<file path="src/rtl/piso_pkg.sv">
// Shared types and defaults for the PISO transmitter and its matching SIPO receiver.
package piso_pkg;

  typedef enum logic {
    IDLE  = 1'b0,
    SHIFT = 1'b1
  } piso_state_t;

  localparam int PISO_DEF_WIDTH = 4;

  // Counter width for a WIDTH-bit frame; never below 1 bit.
  function automatic int piso_cnt_w(input int width);
    return (width > 1) ? $clog2(width) : 1;
  endfunction

endpackage

</file>
<file path="src/rtl/piso_shift_core.sv">
// Loadable shift register plus bit down-counter for the PISO transmitter.
module piso_shift_core
  import piso_pkg::*;
#(
  parameter int WIDTH     = PISO_DEF_WIDTH,
  parameter bit MSB_FIRST = 1'b1
) (
  input  logic             clk,
  input  logic             reset,
  input  logic             ld,
  input  logic             en,
  input  logic [WIDTH-1:0] d,
  output logic             q_bit,
  output logic             cnt_zero
);

  localparam int CW = piso_cnt_w(WIDTH);

  logic [WIDTH-1:0] sreg_q, sreg_d;
  logic [CW-1:0]    cnt_q, cnt_d;

  always_comb begin
    sreg_d = sreg_q;
    cnt_d  = cnt_q;
    if (ld) begin
      sreg_d = d;
      cnt_d  = CW'(WIDTH - 1);
    end else if (en) begin
      sreg_d = MSB_FIRST ? {sreg_q[WIDTH-2:0], 1'b0} : {1'b0, sreg_q[WIDTH-1:1]};
      // Hold at zero so an idle transmitter keeps cnt==0.
      if (cnt_q != '0) cnt_d = cnt_q - CW'(1);
    end
  end

  always_ff @(posedge clk or negedge reset) begin
    if (!reset) begin
      sreg_q <= '0;
      cnt_q  <= '0;
    end else begin
      sreg_q <= sreg_d;
      cnt_q  <= cnt_d;
    end
  end

  assign q_bit    = MSB_FIRST ? sreg_q[WIDTH-1] : sreg_q[0];
  assign cnt_zero = (cnt_q == '0);

endmodule

</file>
<file path="src/rtl/piso_shift_tx.sv">
// PISO transmitter: valid/ready word capture, one framed bit per clock, zero-gap reload.
module piso_shift_tx
  import piso_pkg::*;
#(
  parameter int WIDTH     = PISO_DEF_WIDTH,
  parameter bit MSB_FIRST = 1'b1
) (
  input  logic             clk,
  input  logic             reset,
  input  logic [WIDTH-1:0] pin,
  input  logic             load,
  output logic             ready,
  output logic             sout,
  output logic             sout_valid,
  output logic             sout_last,
  output logic             busy
);

  piso_state_t state_q;
  logic        q_bit;
  logic        cnt_zero;
  logic        accept;

  // ready depends only on registered state, never on load.
  assign busy       = (state_q == SHIFT);
  assign ready      = (state_q == IDLE) | (busy & cnt_zero);
  assign accept     = load & ready;
  assign sout_valid = busy;
  assign sout_last  = busy & cnt_zero;
  assign sout       = busy & q_bit;

  piso_shift_core #(
    .WIDTH     (WIDTH),
    .MSB_FIRST (MSB_FIRST)
  ) u_core (
    .clk      (clk),
    .reset    (reset),
    .ld       (accept),
    .en       (busy),
    .d        (pin),
    .q_bit    (q_bit),
    .cnt_zero (cnt_zero)
  );

  always_ff @(posedge clk or negedge reset) begin
    if (!reset) begin
      state_q <= IDLE;
    end else begin
      case (state_q)
        IDLE:    if (accept) state_q <= SHIFT;
        SHIFT:   if (cnt_zero && !accept) state_q <= IDLE;
        default: state_q <= IDLE;
      endcase
    end
  end

endmodule
</file>
<file path="config.mk">
export PLATFORM = sky130hd
export DESIGN_NAME = piso_shift_tx
export DESIGN_NICKNAME = d
export VERILOG_FILES = /design/src/rtl/piso_pkg.sv /design/src/rtl/piso_shift_core.sv /design/src/rtl/piso_shift_tx.sv
export SDC_FILE = /design/constraint.sdc
export NUM_CORES = 1
export LEC_CHECK = 0
export ABC_CLOCK_PERIOD_IN_PS = 1400
export CAP_MARGIN = 20
export CORE_AREA = 2 2 39 41
export CTS_CLUSTER_SIZE = 24
export DETAILED_ROUTE_END_ITERATION = 7
export DIE_AREA = 0 0 41 43
export GPL_TIMING_DRIVEN = 0
export SETUP_SLACK_MARGIN = 0.2
export SYNTH_ARGS = -nofsm -noshare
export SYNTH_HDL_FRONTEND = slang
export SYNTH_SLANG_ARGS = --single-unit
</file>
<file path="constraint.sdc">
create_clock -name clk -period 1.4 [get_ports clk]
set_input_delay 0.28 -clock clk [delete_from_list [all_inputs] [get_ports clk]]
set_output_delay 0.28 -clock clk [all_outputs]
set_load 0.01 [all_outputs]
</file>
# Word level (Yosys, flattened, before mapping)

Index checks and enable logic that the tools add are counted.

Register bits: 7

Mux-type cells: 8
Bitwise logic cells: 5
Reduce and logical (&&, ||, !) cells: 7
Add/sub/neg operators: 1

Operators by type and width:

| operator                                          | number |
|---|---|
| 2-to-1 mux 4 bit                                  | 2 |
| 2-to-1 mux 2 bit                                  | 3 |
| nonzero test 2 bit                                | 3 |
| bitwise AND 1 bit                                 | 3 |
| zero test 2 bit                                   | 1 |
| 2-to-1 mux 1 bit                                  | 2 |
| case mux 1 bit (2 select lines)                   | 1 |
| AND reduction 2 bit                               | 1 |
| subtractor 2 x 1 -> 2 bit (second input constant) | 1 |
| logical AND 1 bit                                 | 1 |
| zero test 1 bit                                   | 1 |
| NOT 1 bit                                         | 1 |
| OR 1 bit                                          | 1 |

# Depth between registers and ports, before layout

Gate-level depths: netlist of run 1.

Word-level depth: 8
Mapped depth: 6
Gate-level depth less buffers: 5

# Hierarchy

From an unflattened synthesis of run 1, not the netlist that was laid out.

Cell total of the unflattened synthesis: 34
Area total of the unflattened synthesis: 355.3 µm²

Modules (own cells, without submodules):

| module          | area an instance (µm²) | cells an instance | times used | seq. area each (µm²) |
|---|---|---|---|---|
| piso_shift_core | 281.5                  | 27                | 1          | 150.1 |
| piso_shift_tx   | 73.8                   | 7                 | 1          | 25.0 |

# Worst setup path after synthesis of run 1

OpenSTA, ideal clock, no wires.

Path kind: register to register
From: reg u_core.cnt_q[0]
To: reg u_core.cnt_q[0]
Cell stages (with the launch flop): 6
Library setup time: 0.125 ns
Required time: 1.275 ns
Path slack: 0.169 ns
Arrival: 1.106 ns
Path buffers: 1
Path through: dfrtp_1 inv_1 ha_1 nand2b_2 buf_6 mux2_2

Word-level cells in the longest chain between the ends: 6

RTL lines:

| element                       | line                  | text |
|---|---|---|
| start, declared               | piso_shift_core.sv:20 | `logic [CW-1:0] cnt_q, cnt_d;` |
| start signal, assigned        | piso_shift_core.sv:41 | `cnt_q <= cnt_d;` |
| zero test 2 bit *             | piso_shift_core.sv:46 | `assign cnt_zero = (cnt_q == '0);` |
| bitwise AND 1 bit *           | piso_shift_tx.sv:26   | `assign ready = (state_q == IDLE) \| (busy & cnt_zero);` |
| OR 1 bit *                    | piso_shift_tx.sv:26   |  |
| net ready                     | piso_shift_tx.sv:12   | `output logic ready,` |
| bitwise AND 1 bit *           | piso_shift_tx.sv:27   | `assign accept = load & ready;` |
| nonzero test 2 bit (no line)  | -                     |  |
| AND reduction 2 bit (no line) | -                     |  |

The timed path passes the listed nets; every way through them passes the cells marked *. The select of a mux whose other input is x is not followed.
A chain may end at the register's enable or synchronous reset.

# Final worst setup path of run 1

From: reg u_core.cnt_q[1]
To: out ready

Word-level cells in the longest chain between the ends: 3

RTL lines:

| element           | line |
|---|---|
| zero test 2 bit   | piso_shift_core.sv:46 |
| bitwise AND 1 bit | piso_shift_tx.sv:26 |
| OR 1 bit          | piso_shift_tx.sv:26 |
| end, declared     | piso_shift_tx.sv:12 |

Every way passes these cells.

==> flow_results.org, run 1 <==
** Global route
- Number of antenna violations at the first check in global routing :: 0
- Pin count of the biggest net entering global routing :: 11
- In this run the most used layer during global routing was met2.
- Met1 capacity usage during global routing :: 10.86%
- Global routing usage on met2 :: 18.44%
- Wire length of the first global-routing pass :: 1311 um
- In the global route stage, met3 resource usage came out at 3.141%.
- Overall routing resource usage :: 11.73%
- The number of global-route vias before repair is 328.
- For this run the aggregate overflow at the end of global routing stands at 0.

** Cells and area
- N_diodes :: 0
- Fraction of final layout cells sized beyond drive strength 1 :: 55.36%
- Combined area of the multi-input logic cells :: 192.7 um2
- Nets :: 65
- Relative to the synthesized area, the layout overhead comes to 80.76%.
- Flip-flop and latch area :: 176.4 um2
- Fin cells :: 72
- Count of filler cells inserted in the layout :: 132
- Finished Cell Area :: 658.1 um2

** Routing
- Detailed routing inserted a total of 317 vias.
- In the routed design, unresolved DRC markers number 0.
- Via density :: 4.403
- DR pass1 iterations :: 1
- Count of routing violations after the opening detailed-route iteration :: 0
- Wire per inst :: 11.89 um
- ANT nets after route :: 0
- Summed over all layers, the routed wires come to 856 um.

** Placed design
- Post-Place Cell Area :: 489.2 um2
- DP Worst Slack :: -0.2580 ns
- During placement, the flow inserted port buffers numbering 10.
- The congestion estimate from routability-driven global placement came to 0.6169.
- Counting tap cells, the placed design contains a total of 60 instances.
- Dpl hpwl :: 517.7 um

** STA
- Setup repair after global routing could not meet its margin everywhere.
- Of the available clock period, the critical path in the final layout requires 102.6%.
- The number of max-slew violations in the final report is 0.
- Final number of setup-violating endpoints :: 2
- At the pin with the least slew margin, the transition time is 0.3435 ns.
- Max Freq :: 696.4 MHz
- Minimum clock period after layout :: 1.436 ns
- The worst pin sits at a relative slew slack of 77.03%.
- The clock arrives with 0.0008706 ns of skew.
- In the post-route analysis, the smallest setup slack over all paths is -0.03603 ns.
- Fin. Hold Viols :: 0

** Clocking
- The clock passes through at most 2 buffers.
- Clock Sink Count :: 7
- After clock tree synthesis, the flow added hold-fix buffers numbering 0.
- Counting the buffers created by CTS gives 3.
- At the later pin of the worst-skew pair, clock insertion delay measures 0.25 ns.
- TritonCTS built the clock tree.
- In this run the clock root is driven by a clkbuf_4.
- H-tree levels :: 1
- Clock transition at the registers of the reported paths :: 0.05 ns

** Floorplan
- The die is 41 um wide.
- For this configuration, the core starts out at a cell density of 26.31%.
- The die covers 0.001763 mm2.
- 12 I/O pins were placed.
- Core area :: 0.001384 mm2
- After floorplanning, the core was divided into 14 placement rows.
- Chip Height :: 43 um

** Job
- Max-cap check violation count :: 0

** Run status
- Result of the run :: finished with violations
- The checks that failed: negative setup slack.

** Critical path
- STA puts the critical path data required time at 1.12 ns.
- The critical path in this run is classified as reg -> out.
- Data arrives at the worst endpoint at 1.16 ns.
- Highest fanout seen on the critical path :: 2
- The worst setup path is captured at an output port.
- The worst setup path is launched from a flop.

** Logic synthesis
- Count of distinct cell types in the synthesized netlist :: 17
- The share of the Yosys chip area taken by registers is 48.11%.
- Net count of the mapped netlist :: 42
- Mapped cell area :: 364.1 um2
- During synthesis, Yosys emitted a total of 0 warnings.
- Total of flip-flops plus latches after synthesis :: 7
- Mean area per synthesized cell :: 10.71 um2
- Synthesis handed over a netlist of 34 instances.

** Power and ir drop
- The worst-case IR drop observed on VDD is 0.0006187 V.
- Power per standard cell area :: 2380 mW/mm2
- Summed over all cells, the static leakage comes to 0.3196 nW.

** Hold path
- Class of the tightest hold or removal check :: in -> async
-- synthesized netlist by cell type --
cell / instances / share of area, %
nand2b_1: 1 / 1.7
inv_1: 5 / 5.2
o22ai_1: 3 / 5.2
a32o_1: 1 / 2.7
a31oi_1: 3 / 5.2
buf_6: 1 / 3.1
mux2_2: 1 / 3.1
buf_2: 1 / 1.4
mux2_1: 3 / 9.3
o21ai_0: 1 / 1.4
buf_4: 1 / 2.1
nor2_1: 1 / 1.0
nand2b_2: 1 / 2.4
ha_1: 1 / 3.4
and2_1: 2 / 3.4
dfrtp_1: 7 / 48
o21ai_1: 1 / 1.4
-- worst max-delay path: stages, from the launching register on --
cell	delay [ns]
dfrtp_1	0.35
inv_2	0.05
ha_4	0.15
nand2b_4	0.14
buf_6	0.11
buf_6	0.11
-- cells by family (layout without fill, tap and decap cells) --
family | count (synthesis) | after routing | synth area share, %
DFF | 7 | 7 | 48.11
and+or+nand+nor | 5 | 5 | 8.591
muxes | 4 | 4 | 12.37
AOI/OAI and AO/OA | 9 | 9 | 15.81
buffers and inverters | 8 | 30 | 11.68
adders and majority gates | 1 | 1 | 3.436
-- routing by layer --
layer	wire length, um	up-vias
met1	321	144
met3	44	2
met5	0	-
li1	-	161
met4	15	0
met2	474	10
-- flip-flops by register name, summed over array words and instances, names as in the netlist --
name           cells
u_core.cnt_q       2
u_core.sreg_q      4
busy               1
-- final cells by class --
| cell class | instances | share of cell area (%) |
|---|---|---|
| plain buffers | 3 | 4.183 |
| clock buffers | 4 | 3.992 |
| inverters | 5 | 2.852 |
| multi-input cells | 19 | 29.28 |
| flip-flops and latches | 7 | 26.81 |
| well taps | 16 | 3.042 |
| repair buffers | 18 | 29.85 |
-- power breakdown --
group	total (mW)	internal [mW]	switching, mW
sequential	0.361	0.295	0.0668
clock	0.182	0.109	0.0735
combinational	1.02	0.660	0.363
-- per-stage QoR --
stage | hold WS, ns | power (mW) | util (%) | TNS (ns)
floorplan | -0.01559 | 0.7235 | - | 0
global route | 0.3170 | 1.677 | 47.56 | -0.2617
global placement | 0.4912 | 0.9224 | 35.35 | -0.5767
detailed placement | 0.4988 | 0.9348 | 35.35 | -0.6060
CTS | 0.3003 | 1.350 | 42.95 | -0.03736
finish | 0.2999 | 1.567 | 47.56 | -0.06751
-- path summary, 6_finish.rpt --
check | to | depth (start not counted) | slack [ns] | startpoint
worst max-delay path | ready | 5 | -0.04 | u_core.cnt_q[1]
worst min-delay path | u_core.sreg_q[3] | 1 | 0.30 | reset
worst max register to register | u_core.cnt_q[0] | 7 | -0.03 | u_core.cnt_q[1]
worst min register to register | u_core.sreg_q[0] | 1 | 0.55 | u_core.sreg_q[0]
max in group asynchronous | busy | 1 | 0.83 | reset
min in group clk | u_core.sreg_q[2] | 2 | 0.39 | load
-- cell usage in the layout (no fill, tap or decap), types with 2 or more instances in the layout --
master | Yosys | layout
o22ai_2 | 0 | 3
clkbuf_4 | 0 | 3
mux2_1 | 3 | 2
a31oi_1 | 3 | 3
buf_4 | 1 | 3
clkdlybuf4s50_1 | 0 | 5
inv_1 | 5 | 3
buf_6 | 1 | 9
buf_2 | 1 | 2
dfrtp_1 | 7 | 6
inv_2 | 0 | 2
-- timing repair --
action,4_1_cts,5_1_grt
setup endpoints to repair,9,11
cloned,0,1
resized for setup,36,6
pin swaps,4,1
buffers inserted,5,2
Power figures use the tool's default switching activity.
==> inputs of run 2 (changes only) <==
--- a/config.mk
+++ b/config.mk
@@ -5,13 +5,13 @@
 export SDC_FILE = /design/constraint.sdc
 export NUM_CORES = 1
 export LEC_CHECK = 0
-export ABC_CLOCK_PERIOD_IN_PS = 1400
 export CAP_MARGIN = 20
 export CORE_AREA = 2 2 39 41
 export CTS_CLUSTER_SIZE = 24
 export DETAILED_ROUTE_END_ITERATION = 7
 export DIE_AREA = 0 0 41 43
 export GPL_TIMING_DRIVEN = 0
+export HOLD_SLACK_MARGIN = 0.06
 export SETUP_SLACK_MARGIN = 0.2
 export SYNTH_ARGS = -nofsm -noshare
 export SYNTH_HDL_FRONTEND = slang
==> results of run 2 <==
No change in the layout: final DEF, timing and power equal those of run 1.
